[src/rtl/fifo_multich.sv]
// Multi-channel FIFO: NUM_CH independent circular buffers behind one shared write
// port, with per-channel registered read data, threshold flags, pause and sticky error.

module fifo_multich_ch #(
  parameter int DATA_SIZE = 6,
  parameter int ADDR_SIZE = 2
) (
  input  logic                 clk,
  input  logic                 reset,
  input  logic                 wr_en,
  input  logic [DATA_SIZE-1:0] data_in,
  input  logic                 rd_en,
  input  logic [ADDR_SIZE:0]   af_th,
  input  logic [ADDR_SIZE:0]   ae_th,
  input  logic                 err_clr,
  output logic [DATA_SIZE-1:0] data_out,
  output logic                 data_valid,
  output logic                 fifo_empty,
  output logic                 fifo_full,
  output logic                 almost_full,
  output logic                 almost_empty,
  output logic                 fifo_pause,
  output logic                 fifo_error
);
  localparam int DEPTH = 1 << ADDR_SIZE;
  localparam int CW    = ADDR_SIZE + 1;

  typedef enum logic {RUN = 1'b0, PAUSE = 1'b1} pause_st_e;

  logic [DATA_SIZE-1:0] mem_q [DEPTH];
  logic [ADDR_SIZE-1:0] wr_ptr_q, wr_ptr_d, rd_ptr_q, rd_ptr_d;
  logic [CW-1:0]        count_q, count_d;
  logic [DATA_SIZE-1:0] dout_q, dout_d;
  logic                 dv_q, dv_d, err_q, err_d;
  logic                 wr_acc, rd_acc, err_evt;
  pause_st_e            pst_q;

  assign fifo_empty   = (count_q == '0);
  assign fifo_full    = (count_q == CW'(DEPTH));
  assign almost_full  = (count_q >= af_th);
  assign almost_empty = (count_q <= ae_th) && !fifo_empty;

  // Acceptance is judged on the state at the edge: no pass-through, no fall-through.
  assign wr_acc  = wr_en && !fifo_full;
  assign rd_acc  = rd_en && !fifo_empty;
  assign err_evt = (wr_en && fifo_full) || (rd_en && fifo_empty);

  always_comb begin
    wr_ptr_d = wr_ptr_q;
    rd_ptr_d = rd_ptr_q;
    count_d  = count_q;
    dout_d   = dout_q;
    dv_d     = rd_acc;
    if (wr_acc) wr_ptr_d = wr_ptr_q + 1'b1;
    if (rd_acc) begin
      rd_ptr_d = rd_ptr_q + 1'b1;
      dout_d   = mem_q[rd_ptr_q];
    end
    case ({wr_acc, rd_acc})
      2'b10:   count_d = count_q + 1'b1;
      2'b01:   count_d = count_q - 1'b1;
      default: count_d = count_q;
    endcase
    // Set beats clear when both land in the same cycle.
    err_d = (err_q && !err_clr) || err_evt;
  end

  always_ff @(posedge clk) begin
    if (wr_acc) mem_q[wr_ptr_q] <= data_in;
  end

  always_ff @(posedge clk or posedge reset) begin
    if (reset) begin
      wr_ptr_q <= '0;
      rd_ptr_q <= '0;
      count_q  <= '0;
      dout_q   <= '0;
      dv_q     <= 1'b0;
      err_q    <= 1'b0;
    end else begin
      wr_ptr_q <= wr_ptr_d;
      rd_ptr_q <= rd_ptr_d;
      count_q  <= count_d;
      dout_q   <= dout_d;
      dv_q     <= dv_d;
      err_q    <= err_d;
    end
  end

  // Hysteretic pause; the enter condition wins when thresholds overlap.
  always_ff @(posedge clk or posedge reset) begin
    if (reset) pst_q <= RUN;
    else begin
      case (pst_q)
        RUN:     if (count_q >= af_th) pst_q <= PAUSE;
        PAUSE:   if (count_q < af_th && count_q <= ae_th) pst_q <= RUN;
        default: pst_q <= RUN;
      endcase
    end
  end

  assign data_out   = dout_q;
  assign data_valid = dv_q;
  assign fifo_error = err_q;
  assign fifo_pause = (pst_q == PAUSE);
endmodule

module fifo_multich #(
  parameter int DATA_SIZE = 6,
  parameter int ADDR_SIZE = 2,
  parameter int NUM_CH    = 4,
  parameter int CH_W      = 2
) (
  input  logic                        clk,
  input  logic                        reset,
  input  logic                        write,
  input  logic [CH_W-1:0]             wr_ch,
  input  logic [DATA_SIZE-1:0]        data_in,
  input  logic [NUM_CH-1:0]           read,
  input  logic [ADDR_SIZE:0]          af_th,
  input  logic [ADDR_SIZE:0]          ae_th,
  input  logic [NUM_CH-1:0]           err_clr,
  output logic [NUM_CH*DATA_SIZE-1:0] data_out,
  output logic [NUM_CH-1:0]           data_valid,
  output logic [NUM_CH-1:0]           fifo_empty,
  output logic [NUM_CH-1:0]           fifo_full,
  output logic [NUM_CH-1:0]           almost_full,
  output logic [NUM_CH-1:0]           almost_empty,
  output logic [NUM_CH-1:0]           fifo_pause,
  output logic [NUM_CH-1:0]           fifo_error
);
  logic [NUM_CH-1:0] wr_sel;

  // Out-of-range wr_ch matches no channel, so such writes vanish without side effects.
  for (genvar c = 0; c < NUM_CH; c++) begin : g_ch
    assign wr_sel[c] = write && (wr_ch == CH_W'(c));

    fifo_multich_ch #(
      .DATA_SIZE(DATA_SIZE),
      .ADDR_SIZE(ADDR_SIZE)
    ) u_ch (
      .clk         (clk),
      .reset       (reset),
      .wr_en       (wr_sel[c]),
      .data_in     (data_in),
      .rd_en       (read[c]),
      .af_th       (af_th),
      .ae_th       (ae_th),
      .err_clr     (err_clr[c]),
      .data_out    (data_out[c*DATA_SIZE +: DATA_SIZE]),
      .data_valid  (data_valid[c]),
      .fifo_empty  (fifo_empty[c]),
      .fifo_full   (fifo_full[c]),
      .almost_full (almost_full[c]),
      .almost_empty(almost_empty[c]),
      .fifo_pause  (fifo_pause[c]),
      .fifo_error  (fifo_error[c])
    );
  end
endmodule

[config.mk]
export PLATFORM = sky130hd
export DESIGN_NAME = fifo_multich
export DESIGN_NICKNAME = d
export VERILOG_FILES = /design/src/rtl/fifo_multich.sv
export SDC_FILE = /design/constraint.sdc
export NUM_CORES = 1
export LEC_CHECK = 0
export ABC_AREA = 1
export BUFFER_PORTS_ARGS = -buffer_cell sky130_fd_sc_hd__buf_2
export CORE_ASPECT_RATIO = 0.5
export CORE_MARGIN = 3
export CORE_UTILIZATION = 48
export CTS_CLUSTER_DIAMETER = 120
export DETAILED_ROUTE_END_ITERATION = 7
export PLACE_DENSITY = 0.69
export SETUP_SLACK_MARGIN = 0.3
export SLEW_MARGIN = 20
export SYNTH_ARGS = -nofsm -noshare
export SYNTH_HDL_FRONTEND = slang
export SYNTH_SLANG_ARGS = --single-unit
[constraint.sdc]
create_clock -name clk -period 2 [get_ports clk]
set_clock_uncertainty 0.15 [all_clocks]
set_input_delay 0.1 -clock clk [delete_from_list [all_inputs] [get_ports clk]]
set_output_delay 0.1 -clock clk [all_outputs]
set_load 0.03 [all_outputs]
---- Yosys cells after proc, flatten, opt, wreduce, memory -nomap -nowiden ----
Memories as Yosys holds them, arrays and structs flattened. A register that Yosys moved wholly into a read port is not among the register bits.
Index checks and enable logic that the tools add are counted.
storage, ports and cells
  bits in latches ......................... 0
  memories kept ........................... 4
  output and inout port bits .............. 52
  bits in writable memories ............... 96
  word-level logic and storage cells ...... 160
  flip-flop bits (word level) ............. 40
  bits of input ports ..................... 25
  memory bits (read-only) ................. 0
memory list
  memory              depth  width  read ports  clocked after memory_dff  wr ports  RTL line  text
  g_ch[0].u_ch.mem_q  4      6      1           1                         1         30        logic [DATA_SIZE-1:0] mem_q [DEPTH];
  g_ch[1].u_ch.mem_q  4      6      1           1                         1         30
  g_ch[2].u_ch.mem_q  4      6      1           1                         1         30
  g_ch[3].u_ch.mem_q  4      6      1           1                         1         30
cells by class
  shift operators ......................... 0
  equality and inequality tests ........... 15
  order comparisons ....................... 12
  bitwise logic cells ..................... 4
  reduce and logical (&&, ||, !) cells .... 61
  multipliers ............................. 0
  mux-type cells .......................... 24
  divide/modulo/power cells ............... 0
  add/subtract/negate cells ............... 16
operators with widths
  kind                                                                 count
  1-bit logical AND                                                    32
  3-bit one-hot mux with 2 select lines                                4
  2-bit by 1-bit adder with 2-bit output (second input constant)       8
  1-bit 2-to-1 mux                                                     16
  3-bit by 1-bit adder with 3-bit output (second input constant)       4
  2-bit == test (second input constant)                                6
  3-bit == test (second input constant)                                4
  3-bit >= comparator                                                  4
  3-bit <= comparator                                                  4
  1-bit logical NOT                                                    12
  3-bit logical NOT                                                    4
  3-bit less-than comparator                                           4
  3-bit by 1-bit subtractor with 3-bit output (second input constant)  4
  2-bit by 1-bit == test with 1-bit output (second input constant)     5
  1-bit logical OR                                                     8
  1-bit one-hot mux with 2 select lines                                4
  2-bit nonzero test                                                   4
  1-bit inverter                                                       4
  2-bit logical NOT                                                    1

---- Depth between registers and ports, before layout ----
  depth in word-level cells ............... 5
  mapped depth ............................ 11

---- Hierarchy ----
From an unflattened synthesis, not the netlist that was laid out.
second synthesis, totals
  cell total of the unflattened synthesis .. 828
  area, all modules ....................... 7787.5 sq um
by module, submodules not included
  module           area an instance (sq um)  instances  cells each  sequential area each (sq um)
  fifo_multich_ch  1939.4                    4          205         1121.1
  fifo_multich     30.0                      1          8           0.0

---- Least setup slack after synthesis ----
OpenSTA, ideal clock, no wires.
  kind .................................... register -> register
  start point ............................. register g_ch[3].u_ch.count_q[0]
  end point ............................... register g_ch[3].u_ch.count_q[2]
  slack ................................... 0.051 ns
  clock period less this slack ............ 1.949 ns
  arrival time ............................ 1.676 ns
  path buffers ............................ 0
  setup time .............................. 0.123 ns
  stages on the path, launching flop included .. 10
  cell sequence ........................... dfrtp_1 > inv_1 > nand3_1 > nand2_2 > ha_1 > inv_1 > fa_1 > nand2_1 > nand3_1 > xor2_1
on the way
  word-level cells in the longest chain between the ends .. 5
  elaborated cells on any way between the ends .. 12
  classes of those cells .................. 2 x add/sub; 3 x eq/ne; 1 x mux; 6 x reduce/logical
RTL lines
  what                                                                                RTL line  text
  from (decl)                                                                         32        logic [CW-1:0] count_q, count_d;
  from (signal assigned)                                                              83        count_q <= count_d;
  3-bit == test / 3-bit logical NOT (equally long branches)                           39, 38
  1-bit logical NOT (on tied branches)                                                44, 45
  1-bit logical AND (on tied branches)                                                44, 45
  2-bit by 1-bit == test with 1-bit output / 2-bit == test (equally long branches)    59        case ({wr_acc, rd_acc})
  3-bit one-hot mux with 2 select lines / 2-bit nonzero test (equally long branches)  -
Parallel ways exist; a longest one is shown, timed or not.
A chain may end at the register's enable or synchronous reset.

---- Final worst setup path ----
  start point ............................. register g_ch[2].u_ch.count_q[0]
  end point ............................... output almost_empty[2]
on the way
  word-level cells in the longest chain between the ends .. 3
  elaborated cells on any way between the ends .. 4
  classes of those cells .................. 1 x order compare; 3 x reduce/logical
RTL lines
  what                                                         RTL line  text
  from (decl)                                                  32
  from (signal assigned)                                       83
  branches (longest 2 deep; another with 3-bit <= comparator)  -
  1-bit logical AND *                                          41        assign almost_empty = (count_q <= ae_th) && !fifo_empty;
  to (decl)                                                    128       output logic [NUM_CH-1:0] almost_empty,
Mark *: on every way between the ends.

==> Flow_metrics.wiki <==
{| class="wikitable"
! Metric !! Value
|-
| Count of boundary I/O pins || 77
|-
| Floorplan row count || 32
|-
| Post-synthesis instance area || around 7900 um2
|-
| Flop-to-flop setup slack || approximately 0.05 ns
|-
| Synthesized Nets || 916
|-
| Startpoint type of the worst setup path || flip-flop
|-
| Number of DRC violations after detailed-routing iteration 0 || 443
|-
| Final routed DRC violation total || 0
|-
| Ys flop type || sky130_fd_sc_hd__edfxtp_1
|-
| Cell Pwr Density || between 1500 and 2000 nW/um2
|-
| Inserted Diodes || 0
|-
| Remaining Overflow, GRT || 0
|-
| Starting Density || between 50% and 60%
|-
| Fraction of final layout cells with drive strength greater than 1 || between 20% and 30%
|-
| Type of the setup path with the least slack || reg -> out
|-
| Max-cap violation count || 0
|-
| Post-DP Area || 8650 um2
|-
| Measured slew at the worst slew-check pin || 0.499 ns
|-
| Clock net sink count || 160
|-
| Final Hold Vio Count || 0
|-
| FF+latch count, synth || 160
|-
| Maximum fanout encountered on the critical timing path || 5
|-
| CP Data Arrival Time || approximately 1.7 ns
|-
| Design Area, Final || 10300 um2
|-
| Height of the die || slightly below 100 um
|-
| TritonCTS clock tree || built
|-
| 1st-pass router iterations || 5
|-
| Achievable Freq || a little over 0.5 GHz
|-
| Longest individual stage delay on the worst path || 0.40 ns
|-
| Run status || completed
|-
| Detailed-placement wirelength estimate || 11300 um
|-
| Horiz. Die Dim || 188 um
|-
| Area growth from synthesis to layout || 29.3%
|-
| Critical Path Sink Type || output port
|-
| Total wire length || 18600 um
|-
| EDFF count, synth || 96
|-
| Remaining number of nets flagged by the antenna check after routing || 0
|-
| CTS root buf || sky130_fd_sc_hd__clkbuf_16
|-
| Clock transition at path regs || 0.07 ns
|-
| Period minus WS final || between 1.5 and 2 ns
|-
| Share of the clock period used by the worst path after layout || 98.6%
|-
| Static power due to leakage || 5.01 nW
|-
| Pin count of the biggest net entering global routing || 65
|-
| Final net count || between 1000 and 1500
|-
| CP required || roughly 1.8 ns
|-
| Sequential share of the synthesized area || 56.5%
|-
| Number of buffers and inverters on the critical path || 2
|-
| Input/output buffers || 76
|-
| Mean instance size in the synthesized netlist || 9.42 um2
|-
| Count of distinct cell types in the synthesized netlist || 21
|-
| Aggregate global-route resource usage || about a fifth
|-
| CP Cell Sequence || inv_2 > ha_1 > nand3_1 > a21oi_2 > buf_6
|-
| Total via count in the routed design || 5848
|-
| Final max-slew violation count || 0
|-
| Number of antenna violations at the first check in global routing || 0
|-
| Peak supply drop || 1.16 mV
|-
| Via density per instance || around 4.8
|-
| Die area || 18200 um2
|-
| Average wire per standard cell || 15.2 um
|-
| Number of placed instances, taps included || 1124
|-
| Type of the worst min-delay path || in -> reg
|-
| Cell with the biggest individual delay on the critical path || sky130_fd_sc_hd__dfrtp_1
|-
| Clock insertion delay at the later pin of the skew report || 0.43 ns
|-
| Setup TNS || 0 ns
|-
| Setup repair after global routing missed its margin || true
|-
| Cell count after synthesis || 843
|-
| Async set-or-reset flop fraction in the synthesized netlist || 40.0%
|-
| Number of buffers added by the clock tree synthesis step || 17
|-
| RD Place Congestion || 0.836
|-
| Final setup violating endpoints || 0
|-
| Gate family responsible for the most delay along the worst path || flip-flops
|-
| Tightest hold margin || 0.0619 ns
|-
| Clock Tree Buf Depth || 2
|-
| Yosys warning count || 0
|-
| Number of standard cells in the final layout excluding fillers || 1222
|-
| Max-Slew Margin vs Limit || 66.7%
|-
| Wire length of the first global-routing pass || between 20000 and 30000 um
|-
| Via count of the first global-routing pass || 5755
|-
| Final Util || 65.1%
|-
| Placeable Area || 15800 um2
|-
| CTS H-tree lvls || 4
|}
metal layers:
layer / GRT usage [%] / part of all wire, % / up-vias
met5: 0 / 0 / -
met4: 6.05 / 2.2 / 0
met3: 4.34 / 6.1 / 42
met2: 31.4 / 46 / 189
met1: 27.6 / 46 / 2739
li1: - / - / 2878
sequential cells by signal, indices dropped and copies added, names as in the netlist:
signal	count
g_ch.u_ch.count_q	12
g_ch.u_ch.data_out	24
g_ch.u_ch.data_valid	4
g_ch.u_ch.fifo_error	4
g_ch.u_ch.fifo_pause	4
g_ch.u_ch.mem_q	96
g_ch.u_ch.rd_ptr_q	8
g_ch.u_ch.wr_ptr_q	8
logic make-up after synthesis:
group,share of synthesized area [%]
simple gates,20.0
buf+inv,12.4
flops,56.5
fa+ha+maj,7.94
xor+xnor,2.10
compound gates,1.01
worst min-delay path, delay by kind of cell:
| family | cells | cell delay [ns] |
|---|---|---|
| and+or+nand+nor | 2 | 0.16 |
| buffers and inverters | 2 | 0.25 |
| xor gates and xnor gates | 1 | 0.08 |
cells in the mapped netlist (11+ instances only):
library cell                 n  area share (%)
sky130_fd_sc_hd__nand2_1   245              12
sky130_fd_sc_hd__inv_1     174             8.2
sky130_fd_sc_hd__edfxtp_1   96              36
sky130_fd_sc_hd__nand3_1    86             5.4
sky130_fd_sc_hd__dfrtp_1    64              20
sky130_fd_sc_hd__ha_1       44             6.9
sky130_fd_sc_hd__buf_4      32             3.0
sky130_fd_sc_hd__nor2_1     28             1.3
sky130_fd_sc_hd__xor2_1     11             1.2
where the power goes:
| group | total [mW] | switching [mW] | internal [mW] |
|---|---|---|---|
| Clock | 3.15 | 1.49 | 1.66 |
| Combinational | 7.52 | 4.48 | 3.04 |
| Sequential | 5.03 | 0.759 | 4.27 |
| Total | 15.7 | 6.73 | 8.97 |
area by class of cell:
class / count / area [um2]
clock buffers: 17 / 425
multi-input cells: 461 / 2920
clock inverters: 14 / 146
inverters: 182 / 744
fillers: 1193 / 5510
well taps: 221 / 277
flip-flops and latches: 160 / 4490
repair buffers: 167 / 1260
metrics by stage:
stage	total power, mW	worst slack (ns)
after floorplan	9.73	0.210
after CTS	14.8	0.106
after global routing	16.7	-0.0520
final	15.7	0.0290
after detailed placement	10.8	0.107
after global placement	10.6	0.165
timing repair:
item                                    4_1_cts  5_1_grt
gates resized for setup                      55       65
buffers inserted                             32       16
pin swaps                                    24       29
hold buffers                                 19        0
endpoints found under the hold margin       174        0
endpoints found under the setup margin       18       56
cells in the final DEF (no fill, tap or decap), types with 9 or more instances in the layout:
| master | synthesis | routed |
|---|---|---|
| sky130_fd_sc_hd__nand2_1 | 245 | 240 |
| sky130_fd_sc_hd__inv_1 | 174 | 150 |
| sky130_fd_sc_hd__edfxtp_1 | 96 | 96 |
| sky130_fd_sc_hd__nand3_1 | 86 | 72 |
| sky130_fd_sc_hd__buf_2 | 4 | 61 |
| sky130_fd_sc_hd__buf_4 | 32 | 61 |
| sky130_fd_sc_hd__dfrtp_1 | 64 | 57 |
| sky130_fd_sc_hd__ha_1 | 44 | 27 |
| sky130_fd_sc_hd__nor2_1 | 28 | 24 |
| sky130_fd_sc_hd__buf_6 | 4 | 23 |
| sky130_fd_sc_hd__dlygate4sd3_1 | 0 | 19 |
| sky130_fd_sc_hd__ha_4 | 0 | 17 |
| sky130_fd_sc_hd__clkbuf_16 | 0 | 17 |
| sky130_fd_sc_hd__inv_4 | 0 | 16 |
| sky130_fd_sc_hd__inv_2 | 8 | 12 |
| sky130_fd_sc_hd__xor2_1 | 11 | 11 |
| sky130_fd_sc_hd__nand3_2 | 3 | 9 |
path summary, 6_finish.rpt:
check	from	to	depth (start not counted)
min in group asynchronous	reset	g_ch[0].u_ch.data_out[1]$_DFFE_PP0P_	4
max in group asynchronous	reset	g_ch[3].u_ch.count_q[2]$_DFFE_PP0P_	4
worst min register to register	g_ch[3].u_ch.data_out[3]$_DFFE_PP0P_	g_ch[3].u_ch.data_out[3]$_DFFE_PP0P_	2
worst max-delay path	g_ch[2].u_ch.count_q[0]$_DFFE_PP0P_	almost_empty[2]	5
worst max register to register	g_ch[2].u_ch.count_q[0]$_DFFE_PP0P_	g_ch[2].u_ch.count_q[2]$_DFFE_PP0P_	11
worst min-delay path	wr_ch[1]	g_ch[1].u_ch.wr_ptr_q[0]$_DFFE_PP0P_	5
No activity file was read; power rests on OpenSTA's default activity.
